### src/rtl/execute_muldiv_if.sv
// execute_muldiv_if: request/response bundle between Execute and the mul/div engine
// Signals: start/op/a/b/flush driven by Execute (master);
//          busy/done/hi/lo/div0 driven by the engine (slave).
interface execute_muldiv_if #(
    parameter int WIDTH = 32
);
    logic             start;
    logic [2:0]       op;
    logic [WIDTH-1:0] a;
    logic [WIDTH-1:0] b;
    logic             flush;
    logic             busy;
    logic             done;
    logic [WIDTH-1:0] hi;
    logic [WIDTH-1:0] lo;
    logic             div0;
    modport master (output start, op, a, b, flush, input busy, done, hi, lo, div0);
    modport slave (input start, op, a, b, flush, output busy, done, hi, lo, div0);
endinterface

### src/rtl/execute_muldiv_unit.sv
// execute_muldiv_unit: iterative MULT/MULTU/DIV/DIVU/MUL engine producing HI/LO for Execute
// Ports: clk, rst (asynchronous, active high);
//        mdu (execute_muldiv_if.slave): start, op, a, b, flush in; busy, done, hi, lo, div0 out.
// Optional feature macro MULDIV_DIV0_FAST_EN: divide by zero finishes in one cycle and pulses div0.
module execute_muldiv_unit #(
    parameter int WIDTH       = 32,
    parameter int MUL_LATENCY = 3
) (
    input logic             clk,
    input logic             rst,
    execute_muldiv_if.slave mdu
);
    localparam int MAXC = WIDTH > MUL_LATENCY ? WIDTH : MUL_LATENCY;
    localparam int CW   = $clog2(MAXC + 1);

    typedef enum logic [1:0] {IDLE, MUL, DIV} state_t;

    state_t             state_q, state_d;
    logic [CW-1:0]      cnt_q, cnt_d;
    logic [WIDTH-1:0]   ma_q, mb_q, rem_q, quo_q, hi_q, lo_q;
    logic               neg_q, an_q, div_q, fast_q, busy_q, done_q;
    logic               is_div, sgn, a_neg, b_neg, fast, ge;
    logic [WIDTH-1:0]   ma, mb, rem_d, quo_d, q_fix, r_fix, res_hi, res_lo;
    logic [WIDTH:0]     sh;
    logic [2*WIDTH-1:0] prod, sprod;

    // Operand decode: signed ops work on magnitudes, INT_MIN maps to 2^(WIDTH-1).
    always_comb begin
        is_div = mdu.op == 3'd2 || mdu.op == 3'd3;
        sgn    = mdu.op == 3'd0 || mdu.op == 3'd2 || mdu.op == 3'd4;
        a_neg  = sgn && mdu.a[WIDTH-1];
        b_neg  = sgn && mdu.b[WIDTH-1];
        ma     = a_neg ? -mdu.a : mdu.a;
        mb     = b_neg ? -mdu.b : mdu.b;
`ifdef MULDIV_DIV0_FAST_EN
        fast   = is_div && mdu.b == '0;
`else
        fast   = 1'b0;
`endif
    end

    // Restoring division step; quo_q doubles as the dividend shift register.
    always_comb begin
        sh     = {rem_q, quo_q[WIDTH-1]};
        ge     = sh >= {1'b0, mb_q};
        rem_d  = ge ? sh[WIDTH-1:0] - mb_q : sh[WIDTH-1:0];
        quo_d  = {quo_q[WIDTH-2:0], ge};
        prod   = {{WIDTH{1'b0}}, ma_q} * {{WIDTH{1'b0}}, mb_q};
        sprod  = neg_q ? -prod : prod;
        q_fix  = neg_q ? -quo_q : quo_q;
        r_fix  = an_q ? -rem_q : rem_q;
        res_hi = div_q ? r_fix : sprod[2*WIDTH-1:WIDTH];
        res_lo = div_q ? q_fix : sprod[WIDTH-1:0];
    end

    // The cycle with cnt_q == 0 in MUL/DIV is the done cycle; flush there is too late.
    always_comb begin
        state_d = state_q;
        cnt_d   = cnt_q;
        if (state_q == IDLE) begin
            if (mdu.start && !mdu.flush) begin
                state_d = is_div ? DIV : MUL;
                cnt_d   = is_div ? (fast ? '0 : CW'(WIDTH)) : CW'(MUL_LATENCY - 1);
            end
        end else if (cnt_q == '0 || mdu.flush) begin
            state_d = IDLE;
        end else begin
            cnt_d = cnt_q - CW'(1);
        end
    end

    always_ff @(posedge clk or posedge rst) begin
        if (rst) begin
            state_q <= IDLE;
            cnt_q   <= '0;
            ma_q    <= '0;
            mb_q    <= '0;
            rem_q   <= '0;
            quo_q   <= '0;
            hi_q    <= '0;
            lo_q    <= '0;
            neg_q   <= 1'b0;
            an_q    <= 1'b0;
            div_q   <= 1'b0;
            fast_q  <= 1'b0;
            busy_q  <= 1'b0;
            done_q  <= 1'b0;
        end else begin
            state_q <= state_d;
            cnt_q   <= cnt_d;
            busy_q  <= state_d != IDLE;
            done_q  <= state_d != IDLE && cnt_d == '0;
            if (state_q == IDLE && state_d != IDLE) begin
                ma_q   <= ma;
                mb_q   <= mb;
                div_q  <= is_div;
                fast_q <= fast;
                an_q   <= a_neg;
                // Fast divide-by-zero: preload the final remainder/quotient, no quotient negation.
                neg_q  <= !fast && (a_neg ^ b_neg);
                rem_q  <= fast ? ma : '0;
                quo_q  <= fast ? '1 : ma;
            end else if (state_q == DIV && cnt_q != '0) begin
                rem_q <= rem_d;
                quo_q <= quo_d;
            end
            if (done_q) begin
                hi_q <= res_hi;
                lo_q <= res_lo;
            end
        end
    end

    // The result is visible during the done cycle itself, then held in hi_q/lo_q.
    assign mdu.busy = busy_q;
    assign mdu.done = done_q;
    assign mdu.hi   = done_q ? res_hi : hi_q;
    assign mdu.lo   = done_q ? res_lo : lo_q;
    assign mdu.div0 = done_q && fast_q;
endmodule

### src/flat_wrapper.sv
// flat-port wrapper written by rule: the top's interface ports become plain ports
module execute_muldiv_unit_flat 
#(
    parameter int WIDTH       = 32,
    parameter int MUL_LATENCY = 3
)
  (clk, rst, mdu_start, mdu_op, mdu_a, mdu_b, mdu_flush, mdu_busy, mdu_done, mdu_hi, mdu_lo, mdu_div0);
  execute_muldiv_if #(.WIDTH(WIDTH)) mdu_i ();
  input logic clk;
  input logic rst;
  input wire logic [$bits(mdu_i.start)-1:0] mdu_start;
  input wire logic [$bits(mdu_i.op)-1:0] mdu_op;
  input wire logic [$bits(mdu_i.a)-1:0] mdu_a;
  input wire logic [$bits(mdu_i.b)-1:0] mdu_b;
  input wire logic [$bits(mdu_i.flush)-1:0] mdu_flush;
  output wire logic [$bits(mdu_i.busy)-1:0] mdu_busy;
  output wire logic [$bits(mdu_i.done)-1:0] mdu_done;
  output wire logic [$bits(mdu_i.hi)-1:0] mdu_hi;
  output wire logic [$bits(mdu_i.lo)-1:0] mdu_lo;
  output wire logic [$bits(mdu_i.div0)-1:0] mdu_div0;
  assign mdu_i.start = mdu_start;
  assign mdu_i.op = mdu_op;
  assign mdu_i.a = mdu_a;
  assign mdu_i.b = mdu_b;
  assign mdu_i.flush = mdu_flush;
  assign mdu_busy = mdu_i.busy;
  assign mdu_done = mdu_i.done;
  assign mdu_hi = mdu_i.hi;
  assign mdu_lo = mdu_i.lo;
  assign mdu_div0 = mdu_i.div0;
  execute_muldiv_unit #(.WIDTH(WIDTH), .MUL_LATENCY(MUL_LATENCY)) u_core (.clk(clk), .rst(rst), .mdu(mdu_i));
endmodule
### config.mk
export PLATFORM = sky130hd
export DESIGN_NAME = execute_muldiv_unit_flat
export DESIGN_NICKNAME = d
export VERILOG_FILES = /design/src/rtl/execute_muldiv_if.sv /design/src/rtl/execute_muldiv_unit.sv /design/src/flat_wrapper.sv
export SDC_FILE = /design/constraint.sdc
export NUM_CORES = 2
export LEC_CHECK = 0
export CORE_ASPECT_RATIO = 1.75
export CORE_MARGIN = 1
export CORE_UTILIZATION = 59
export CTS_BUF_LIST = sky130_fd_sc_hd__clkbuf_16
export DETAILED_ROUTE_END_ITERATION = 7
export PLACE_DENSITY = 0.8
export SETUP_SLACK_MARGIN = 0.3
export SYNTH_ARGS = -nofsm -noshare
export SYNTH_HDL_FRONTEND = slang
export SYNTH_SLANG_ARGS = --single-unit
### constraint.sdc
create_clock -name clk -period 10.15 [get_ports clk]
set_clock_uncertainty 0.15 [all_clocks]
set_input_delay 2.03 -clock clk [delete_from_list [all_inputs] [get_ports clk]]
set_output_delay 2.03 -clock clk [all_outputs]
set_load 0.02 [all_outputs]
==> flow_metrics.env <==
export IMPL_ios=138
export IMPL_cts_sinks=205
export IMPL_fin_util_pct=74.2
export IMPL_die_width_um=219
export IMPL_final_area_um2=60800
export IMPL_hold_ws_ns=0.325
export IMPL_drtIter0Drc=3221
export IMPL_ys_warn_count=0
export IMPL_cts_max_path_buffers=3
export IMPL_yosys_cell_count_top_type="inv_1"
export IMPL_tritoncts="yes"
export IMPL_num_rows=139
export IMPL_drv_slew=0
export IMPL_required_ns=7.97
export IMPL_drt_vias_per_instance=6.02
export IMPL_grt_max_degree=91
export IMPL_final_min_clock_period_ns=12.01
export IMPL_slowest_delay_ns=0.65
export IMPL_grt_pass1_vias=48100
export IMPL_fin_nets=7544
export IMPL_synth_nets=6882
export IMPL_criticalPathCategory="register to primary output"
export IMPL_finalSetupTns_ns=-65.65
export IMPL_ys_top_cells_by_count="945 x inv_1, 897 x fa_1, 727 x nand2_1"
export IMPL_ys_seq_elements=205
export IMPL_syn_avg_cell_area_um2=8.68
export IMPL_routedWlPerCell_um=22.4
export IMPL_grt_util_all_layers_pct=40.0
export IMPL_final_hold_viol_count=0
export IMPL_max_slew_margin_pct=18.7
export IMPL_synthToLayoutAreaGrowth_pct=24.8
export IMPL_status="finished with violations"
export IMPL_gp_congestion=1.03
export IMPL_dieArea_um2=83800
export IMPL_regArea_um2=5170
export IMPL_worstSkewPairLatency_ns=0.62
export IMPL_detail_route_drc_violations=0
export IMPL_cap_viol_max_count=0
export IMPL_cpMostUsedCell="fa_1"
export IMPL_synth_area_leaders="fa_1 37%, dfrtp_1 11%, and2_1 7.8%, ha_1 7.8%, inv_1 7.3%"
export IMPL_syn_cell_area_um2=48700
export IMPL_grt_pass1_wl_um=256000
export IMPL_worst_setup_path_start_kind="register"
export IMPL_tightest_slew_ns=1.22
export IMPL_layout_drive_gt1_share_pct=21.8
export IMPL_first_pass_iters=6
export IMPL_hpwl_um=131000
export IMPL_synth_distinct_cells=87
export IMPL_core_um2=81900
export IMPL_clk_pin_slew_worst_paths_ns=0.07
export IMPL_rsz0062_at_grt="true"
export IMPL_violations="setup timing"
export IMPL_reg2reg_slack_ns=0.65
export IMPL_synth_seq_area_share_pct=10.5
export IMPL_num_vias=44200
export IMPL_setup_viol=52
export IMPL_multi_input_area_um2=41400
export IMPL_fmax_mhz=83.3
export IMPL_antenna_found_initial=2
export IMPL_cp_max_fo=6
export IMPL_synth_ff_type="dfrtp_1"
export IMPL_ant_nets=0
export IMPL_synth_top_cell_by_area="fa_1"
export IMPL_period_share_pct=118
export IMPL_critPathArrivalTime_ns=9.83
export IMPL_place_area_um2=56300
export IMPL_min_path_type="register to register"
export IMPL_finalWorstSetupSlack_ns=-1.86
export IMPL_numCtsBuffers=23
export IMPL_port_buffers=136
export IMPL_start_util_pct=59.5
export IMPL_synth_cells=5612
export IMPL_hold_buffers=0
export IMPL_fillCellCount=5656
export IMPL_async_flop_share_pct=100
export IMPL_cts_root_buf="clkbuf_16"
export IMPL_die_h_um=382
export IMPL_wl_um=164000
export IMPL_htreeDepth=1
export IMPL_synth_edf_count=0
export IMPL_overflow=0
export IMPL_synth_top_area_share_pct=36.9
export IMPL_cpMaxStageDelayCell="or4_4"
export IMPL_crit_path_end_kind="primary output"
[routing by layer]
metal  wire (um)  GRT usage [%]  up-vias  share of wire [%]
met2       83100           69.7     2137                 51
met4       13900           27.3        0                8.5
met5           0              0        -                  0
met1       56100           44.5    22300                 34
li1            -              -    18900                  -
met3       11300           6.07      817                6.8
[sequential cells by signal, summed over array words and instances, names as in the netlist]
register,cells
u_core.an_q,1
u_core.cnt_q,6
u_core.div_q,1
u_core.hi_q,32
u_core.lo_q,32
u_core.ma_q,32
u_core.mb_q,32
u_core.mdu.busy,1
u_core.mdu.done,1
u_core.neg_q,1
u_core.quo_q,32
u_core.rem_q,32
u_core.state_q,2
[worst max-delay path, delay by kind of cell (launching register included)]
kind	cells	cell delay (ns)
XOR/XNOR	1	0.11
AO/OA/AOI/OAI	4	0.76
AND/OR/NAND/NOR	7	2.32
adder cells (fa/ha/maj)	9	4.41
buffers and inverters	10	1.17
flip-flops	1	0.46
[through the flow]
step                      setup WS (ns)  instances
after floorplan                  -0.580       5612
final                             -1.86       7348
after CTS                         -1.72       7291
after detailed placement          -1.76       7153
after global routing              -1.99       7346
after global placement            -1.64       7153
[what timing repair did]
| action | in CTS | in global routing |
|---|---|---|
| pin swaps | 179 | 150 |
| setup endpoints to repair | 54 | 54 |
| cloned | 4 | 1 |
| hold endpoints to repair | 0 | 0 |
| buffers inserted | 94 | 54 |
| resized for setup | 563 | 293 |
[layout by cell type (no fill, tap or decap), drive strengths merged, types with 24 or more instances in the layout]
master           n
or3             42
ha             302
nand2b          26
nor2           178
o31ai           41
o41ai           26
mux2i           41
nor3            63
and3            36
a221o           27
o21ai          227
or4             24
a21oi          203
dfrtp          205
and2           604
xor2           100
clkbuf          24
xnor2          129
fa             897
o211ai          36
nand2          727
a21o            61
clkdlybuf4s50   82
inv            950
nand3           53
buf            874
nand4           31
[worst paths after layout]
path,startpoint,end,cells after the start
setup / recovery,u_core.ma_q[14],mdu_hi[21],31
hold / removal,u_core.hi_q[27],u_core.hi_q[27],2
setup reg to reg,u_core.ma_q[14],u_core.hi_q[29],31
hold reg to reg,u_core.hi_q[27],u_core.hi_q[27],2
max in group asynchronous,rst,u_core.neg_q,3
min in group asynchronous,rst,u_core.lo_q[7],2
[cell type report]
cell class                      count  share of cell area (%)
Inverter                          946                    5.85
Multi-Input combinational cell   4140                    68.1
Timing Repair Buffer              958                    14.1
Tap cell                         1057                    2.18
Clock inverter                     17                   0.313
Clock buffer                       23                   0.947
Antenna cell                        2                 0.00823
Sequential cell                   205                    8.50
[cells by family (layout without fill, tap and decap cells)]
kind of cell             after synthesis  after routing  share of synthesized area (%)
AO/OA/AOI/OAI                        790            790                           10.5
XOR/XNOR                             229            229                           4.12
adder cells (fa/ha/maj)             1199           1199                           44.6
buffers and inverters               1267           1944                           9.81
flip-flops                           205            205                           10.5
multiplexers                          47             47                           1.00
other                                  1              3                        0.00770
AND/OR/NAND/NOR                     1874           1874                           19.4
Power is not shown: default switching activity piles up to over one toggle a cycle in this logic, so the estimate is an artifact.
